--- src/rtl/theta_slice_engine.sv ---
// Streaming theta/column-parity engine: buffers one frame of 25-bit slices,
// then emits either theta-applied slices or the raw five column parities.
module theta_slice_engine #(
  parameter int NSLICES = 64,
  parameter int ADDR_W  = 6
) (
  input  logic        clk,
  input  logic        rst,
  input  logic        mode,
  input  logic        in_valid,
  output logic        in_ready,
  input  logic [24:0] in_slice,
  output logic        out_valid,
  input  logic        out_ready,
  output logic [24:0] out_slice,
  output logic        busy,
  output logic        frame_done,
  output logic        dbg_state_o
);

  // Handshakes: a transfer happens on a rising edge where valid and ready are
  // both high; out_valid/out_slice never change while out_ready is low, and a
  // source whose slice is not taken must hold it until in_ready returns.

  localparam logic [0:0] S_LOAD = 1'b0;
  localparam logic [0:0] S_EMIT = 1'b1;
  localparam logic [ADDR_W-1:0] LAST = ADDR_W'(NSLICES - 1);

  logic [0:0]        state_q, state_d;
  logic [ADDR_W-1:0] load_cnt_q, load_cnt_d;
  logic [ADDR_W-1:0] emit_cnt_q, emit_cnt_d;
  logic              mode_q, mode_d;
  logic              busy_q, busy_d;
  logic              frame_done_q, frame_done_d;
  logic              out_valid_q, out_valid_d;
  logic [24:0]       out_slice_q, out_slice_d;
  logic              prime_q, prime_d;

  logic [24:0] slice_mem [NSLICES];
  logic [4:0]  par_mem   [NSLICES];

  logic              in_fire;
  logic [4:0]        in_par;
  logic [ADDR_W-1:0] rd_z, rd_zp;
  logic [24:0]       rd_a;
  logic [4:0]        c_cur, c_prev, d_col;
  logic [24:0]       theta;
  logic [24:0]       result;

  assign in_ready    = (state_q == S_LOAD);
  assign in_fire     = in_valid && in_ready;
  assign out_valid   = out_valid_q;
  assign out_slice   = out_slice_q;
  assign busy        = busy_q;
  assign frame_done  = frame_done_q;
  assign dbg_state_o = state_q;

  always_ff @(posedge clk) begin
    if (in_fire) begin
      slice_mem[load_cnt_q] <= in_slice;
      par_mem[load_cnt_q]   <= in_par;
    end
  end

  // While a slice is on the output, look ahead to the one that replaces it.
  assign rd_z   = (out_valid_q && (emit_cnt_q != LAST)) ? emit_cnt_q + 1'b1 : emit_cnt_q;
  assign rd_zp  = (rd_z == '0) ? LAST : rd_z - 1'b1;
  assign rd_a   = slice_mem[rd_z];
  assign c_cur  = par_mem[rd_z];
  assign c_prev = par_mem[rd_zp];

  for (genvar x = 0; x < 5; x++) begin : g_col
    assign in_par[x] = in_slice[x] ^ in_slice[x+5] ^ in_slice[x+10] ^ in_slice[x+15] ^ in_slice[x+20];
    assign d_col[x]  = c_cur[(x+4)%5] ^ c_prev[(x+1)%5];
    for (genvar y = 0; y < 5; y++) begin : g_row
      assign theta[x+5*y] = rd_a[x+5*y] ^ d_col[x];
    end
  end

  assign result = mode_q ? {20'b0, c_cur} : theta;

  always_comb begin
    state_d      = state_q;
    load_cnt_d   = load_cnt_q;
    emit_cnt_d   = emit_cnt_q;
    mode_d       = mode_q;
    busy_d       = busy_q;
    frame_done_d = 1'b0;
    out_valid_d  = out_valid_q;
    out_slice_d  = out_slice_q;
    prime_d      = prime_q;
    case (state_q)
      S_LOAD: begin
        if (in_fire) begin
          load_cnt_d = load_cnt_q + 1'b1;
          if (load_cnt_q == '0) begin
            mode_d = mode;
            busy_d = 1'b1;
          end
          if (load_cnt_q == LAST) begin
            load_cnt_d = '0;
            state_d    = S_EMIT;
            prime_d    = 1'b1;
          end
        end
      end
      S_EMIT: begin
        // One idle cycle after entering EMIT before the first slice is registered.
        if (prime_q) begin
          prime_d = 1'b0;
        end else if (!out_valid_q) begin
          out_valid_d = 1'b1;
          out_slice_d = result;
        end else if (out_ready) begin
          if (emit_cnt_q == LAST) begin
            out_valid_d  = 1'b0;
            emit_cnt_d   = '0;
            frame_done_d = 1'b1;
            busy_d       = 1'b0;
            state_d      = S_LOAD;
          end else begin
            emit_cnt_d  = emit_cnt_q + 1'b1;
            out_slice_d = result;
          end
        end
      end
      default: state_d = S_LOAD;
    endcase
  end

  always_ff @(posedge clk) begin
    if (rst) begin
      state_q      <= S_LOAD;
      load_cnt_q   <= '0;
      emit_cnt_q   <= '0;
      mode_q       <= 1'b0;
      busy_q       <= 1'b0;
      frame_done_q <= 1'b0;
      out_valid_q  <= 1'b0;
      out_slice_q  <= '0;
      prime_q      <= 1'b0;
    end else begin
      state_q      <= state_d;
      load_cnt_q   <= load_cnt_d;
      emit_cnt_q   <= emit_cnt_d;
      mode_q       <= mode_d;
      busy_q       <= busy_d;
      frame_done_q <= frame_done_d;
      out_valid_q  <= out_valid_d;
      out_slice_q  <= out_slice_d;
      prime_q      <= prime_d;
    end
  end

endmodule

--- config.mk ---
export PLATFORM = sky130hd
export DESIGN_NAME = theta_slice_engine
export DESIGN_NICKNAME = d
export VERILOG_FILES = /design/src/rtl/theta_slice_engine.sv
export SDC_FILE = /design/constraint.sdc
export NUM_CORES = 2
export LEC_CHECK = 0
export CORE_ASPECT_RATIO = 1.75
export CORE_MARGIN = 5
export CORE_UTILIZATION = 51
export CTS_CLUSTER_DIAMETER = 100
export DETAILED_ROUTE_END_ITERATION = 7
export PLACE_DENSITY = 0.72
export SLEW_MARGIN = 10
export SYNTH_ARGS = -nofsm -noshare
export SYNTH_HDL_FRONTEND = slang
export SYNTH_SLANG_ARGS = --single-unit
export TNS_END_PERCENT = 100
--- constraint.sdc ---
create_clock -name clk -period 6.9 [get_ports clk]
set_input_delay 1.38 -clock clk [delete_from_list [all_inputs] [get_ports clk]]
set_output_delay 1.38 -clock clk [all_outputs]
set_load 0.01 [all_outputs]
### Word-level counts from Yosys, hierarchy flattened

Memories as Yosys holds them, arrays and structs flattened.
Index checks and enable logic that the tools add are counted.

| operators by class | value |
|---|---|
| add/sub/neg operators | 3 |
| equal/unequal tests | 12 |
| mux-type cells | 28 |
| bitwise gates (word level) | 54 |
| reduce and logical (&&, ||, !) cells | 12 |

Operators by type and width:

| kind | count |
|---|---|
| 25-bit 2-to-1 mux | 4 |
| 1-bit XOR | 50 |
| 6-bit 2-to-1 mux | 4 |
| 1-bit 2-to-1 mux | 17 |
| 6-bit by 1-bit adder with 6-bit output, second input constant | 2 |
| 6-bit equality test, second input constant | 2 |
| 6-bit logical NOT | 2 |
| 2-bit by 1-bit != test with 1-bit output, second input constant | 5 |
| 2-bit != test, second input constant | 4 |
| 4-bit AND reduction | 2 |
| 6-bit != test, second input constant | 1 |
| 1-bit one-hot mux with 2 select lines | 3 |
| 2-bit AND reduction | 3 |
| 6-bit AND reduction | 1 |
| 6-bit by 1-bit subtractor with 6-bit output, second input constant | 1 |
| 5-bit OR reduction | 1 |
| 1-bit NOT | 4 |
| 3-bit AND reduction | 1 |
| 1-bit logical AND | 2 |

| word-level totals | value |
|---|---|
| register bits | 43 |
| bits in writable memories | 1920 |
| bits of input ports | 30 |
| word-level logic and storage cells | 120 |
| memories | 2 |

Memories:

| memory | words | bits a word | rd ports | clocked after Yosys merged registers in | wr ports | line | source |
|---|---|---|---|---|---|---|---|
| slice_mem | 64 | 25 | 1 | 0 | 1 | 39 | `logic [24:0] slice_mem [NSLICES];` |
| par_mem | 64 | 5 | 2 | 0 | 1 | 40 | `logic [4:0] par_mem [NSLICES];` |

### Logic depth before layout (Yosys ltp)

An unclocked memory read counts as a cell.

| depth | value |
|---|---|
| word-level depth | 12 |
| mapped depth | 27 |
| depth with buffers taken out | 14 |

### Least setup slack after synthesis

No wires, ideal clock.

| path | value |
|---|---|
| path type | register to register |
| from | register emit_cnt_q[0] |
| to | register out_slice_q[14], in the netlist out_slice[14] |
| data arrival time | 5.142 ns |
| data required time | 6.838 ns |
| slack | 1.696 ns |
| stages on the path, launching flop included | 26 |
| clock period less this slack | 5.204 ns |
| path through | dfxtp_1 > ha_1 > buf_6 > and2_1 > buf_6 > a31oi_2 > nand2_1 > inv_1 > buf_4 > buf_2 > buf_2 > buf_2 > buf_1 > ha_1 > xnor2_4 > buf_6 > buf_6 > buf_6 > buf_6 > mux2i_1 > o32ai_1 > a211o_1 > a32oi_1 > a21oi_1 > or4_1 > nand3_1 |

| on the way | value |
|---|---|
| cells in the longest elaborated chain, start to end | 12 |
| elaborated cells between the ends (all ways) | 18 |
| classes of those cells | add/sub: 2; eq/ne: 3; mux: 6; bitwise: 2; reduce/logical: 3; memory: 2 |

RTL lines:

| what | line | source |
|---|---|---|
| from (decl) | 31 | `logic [ADDR_W-1:0] emit_cnt_q, emit_cnt_d;` |
| from (signal assigned) | 145 | `emit_cnt_q <= emit_cnt_d;` |
| parallel branches: the longest is 12 deep, another holds 6-bit by 1-bit adder with 6-bit output | n/a |  |
| to (signal assigned) | 150 | `out_slice_q <= out_slice_d;` |
| to (decl) | 36 | `logic [24:0] out_slice_q, out_slice_d;` |

Parallel ways; which one is timed is not known. The select of a mux whose other input is x is not followed.
A chain may end at the register's enable or synchronous reset.

### Worst setup path in the final report

| path | value |
|---|---|
| from | register emit_cnt_q[2] |
| to | register out_slice_q[17], in the netlist out_slice[17] |

Same word-level chain as after synthesis.

==> out/metrics.yaml <==
status:
  outcome: "finished with violations"
  failed_checks: "design-rule violations"
sta:
  rsz0062_at_grt: "no"
  drv_slew: 0
  hold_slack_ns: 0.509
  hold_viol_final: 0
  post-route-period-util_pct: 88.8
  finalSetupViolCount: 0
  finalSetupTns_ns: 0
  skew_ns: 0.0631
  fin_crit_ns: 6.13
  slew_headroom_pct: 8.88
  tightest_slew_ns: 1.37
  max_freq_mhz: 163
floorplanning:
  rows: 196
  die_width_um: 316
  start_util_pct: 51.3
  die-area_mm2: 0.172
  core_mm2: 0.163
  ios: 60
  die_y_um: 545
cells_and_area:
  fill_cells: 12700
  multi_input_area_mm2: 0.0233
  final_cell_mix: "edfxtp_1 (1920), nand2_1 (1204), nand3_1 (391), mux2i_1 (320), and3_1 (249)"
  final_core_util_pct: 56.7
  drive_gt1_share_pct: 11.3
  nets: 6117
  final_common_cell: "edfxtp_1"
  syn2layout_area_growth_pct: 10.5
  seq_area_mm2: 0.0585
worst_setup_path:
  critPathMaxStageDelay_ns: 1.06
  ff2ff_path_depth: 14
  cp_slowest_cell: "a211oi_1"
  worstSetupPathType: "reg2reg"
  critPathArrivalTime_ns: 6.82
  cp.depth: 14
  path_cells: "nand3_1, o21ai_4, nand2_8, inv_8, ha_1, xnor2_4, buf_12, mux2i_1, mux2i_1, a211oi_1, o32a_1, and2_1, xnor3_1, a22o_1"
  ff2ff_setup_slack_ns: 0.77
  cp_top_family: "compound AO/OA/AOI/OAI gates"
  cpMostUsedCell: "mux2i_1"
  cp.buffers_inverters: 2
  path_max_fanout: 71
  end_kind: "flop"
  cp-start-kind: "flop"
  crit_required_ns: 7.59
global_routing:
  grt_max_degree: 182
  antenna_found_initial: 19
  grt_util_all_layers_pct: 30.9
  grt_first_pass_wirelength_um: 385000
  grt_pass1_vias: 54500
  overflow: 0
cts:
  htree_num_levels: 4
  cts_tree: "built"
  clkLatencyLatePin_ns: 0.83
  cts_buffers: 171
  post_cts_resized: 0
  clockBufferDepth: 4
  post-cts-setup-buffer-count: 0
  postCtsHoldBufs: 0
  cts_root_buf: "clkbuf_16"
  cts.reportedPaths.clkPinSlew_ns: 0.07
  clock_sinks: 1963
placed_design:
  dpl.hpwl_um: 162000
  routabilityCongestion: 1.04
  io_buffers: 59
yosys:
  yosysWarningCount: 0
  synth_top_area_share_pct: 69.0
  synth_seq_cells: 1963
  syn_area_per_cell_um2: 13.7
  synth_nets: 6129
  netlist_area_mm2: 0.0835
  async_flop_share_pct: 0
  synthTopCellsByArea: "edfxtp_1 (69%), nand2_1 (5.4%), mux2i_1 (3.8%), nand3_1 (2.4%), a211oi_1 (2.1%)"
  synth_cell_type_count: 90
  synth_ff_type: "edfxtp_1"
  seq_area_frac_synth_pct: 70.1
  syn_inst: 6095
  synth_edf_count: 1920
  yosysTopAreaCell: "edfxtp_1"
worst_hold_path:
  hold_class: "reg2reg"
  holdPathStages: 2
routing:
  highest_layer: "met5"
  wirelength_um: 275000
  dr_wl_met3_um: 28000
  drtPass1Iterations: 8
  first_iter_violations: 8200
  vias: 57000
  ant_nets: 0
  m1WireLength_um: 88600
  met2_length_um: 128000
  route.detailed.drc: 2
  routed_via_density: 6.78
  avgRoutedWirePerCell_um: 32.7
power:
  power_leakage_nw: 30.1
  vdd_drop_max_mv: 0.175
  powerDensity_mw_per_mm2: 251
run:
  max_cap_viol_count: 0
[kinds of logic (layout without fill, tap and decap cells)]
family	count (synthesis)	count (layout)	synth area share (%)
buffers and inverters	477	577	2.90
DFF	1963	1963	70.1
AOI/OAI and AO/OA	983	983	8.73
adders and majority gates	4	4	0.0599
xor gates and xnor gates	31	31	0.397
and+or+nand+nor	2209	2209	11.9
muxes	428	428	5.91
other	0	24	0
[tightest hold or removal path, stage by stage (launching register included)]
cell     delay (ns)
dfxtp_1        0.33
o21ai_0        0.07
a21oi_1        0.06
[stage by stage]
stage / setup WS, ns / instances / power [mW] / area (um^2)
floorplan: 1.70 / 6095 / 13.7 / 83500
global placement: 1.43 / 8087 / 14.1 / 87000
detailed placement: 1.28 / 8087 / 14.1 / 87000
CTS: 1.23 / 8372 / 23.2 / 92200
global route: 0.656 / 8390 / 23.7 / 92300
finish: 0.770 / 8397 / 23.2 / 92300
[final cells by class]
cell class | instances | area share [%]
Sequential cell | 1963 | 63.4
Multi-Input combinational cell | 3655 | 25.3
Clock buffer | 216 | 4.96
Tap cell | 2178 | 2.95
Timing Repair Buffer | 283 | 2.59
Clock inverter | 69 | 0.712
Antenna cell | 24 | 0.0651
Inverter | 9 | 0.0529
[per-layer routing]
metal / vias to the layer above / global-route usage [%]
met5: - / 0
met4: 4 / 26.5
met3: 1097 / 6.04
met2: 4147 / 48.9
met1: 28200 / 35.9
li1: 23500 / -
[path summary, 6_finish.rpt]
check | startpoint | endpoint
worst max-delay path | emit_cnt_q[2] | out_slice[17]
worst min-delay path | busy | busy
worst max register to register | emit_cnt_q[2] | out_slice[17]
worst min register to register | busy | busy
[cells in the mapped netlist, types with 28 or more instances]
library cell / instances
a2111oi_0: 38
a211o_1: 34
a211oi_1: 238
a21oi_1: 90
a311oi_1: 125
a31oi_1: 133
and3_1: 249
buf_1: 37
buf_2: 186
buf_4: 36
buf_6: 29
clkbuf_1: 177
dfxtp_1: 43
edfxtp_1: 1920
mux2_2: 62
mux2i_1: 320
mux4_2: 46
nand2_1: 1206
nand3_1: 393
nand4_1: 54
nor2_1: 158
nor3_1: 45
o211ai_1: 30
o21ai_0: 52
o22ai_1: 69
o32ai_1: 28
or4_1: 30
[where the power goes]
part / switching [mW] / total (mW) / leakage [nW] / internal [mW]
Clock: 4.18 / 9.34 / 2.55 / 5.16
Sequential: 0.0141 / 13.3 / 17.6 / 13.2
Combinational: 0.503 / 0.602 / 9.89 / 0.0986
Total: 4.70 / 23.2 / 30.1 / 18.5
[flip-flops by register name (all words and copies together), names as in the netlist]
name,cells
busy,1
dbg_state_o,1
emit_cnt_q,6
frame_done,1
load_cnt_q,6
mode_q,1
out_slice,25
out_valid,1
par_mem,320
prime_q,1
slice_mem,1600
(Power assumes the default switching activity.)
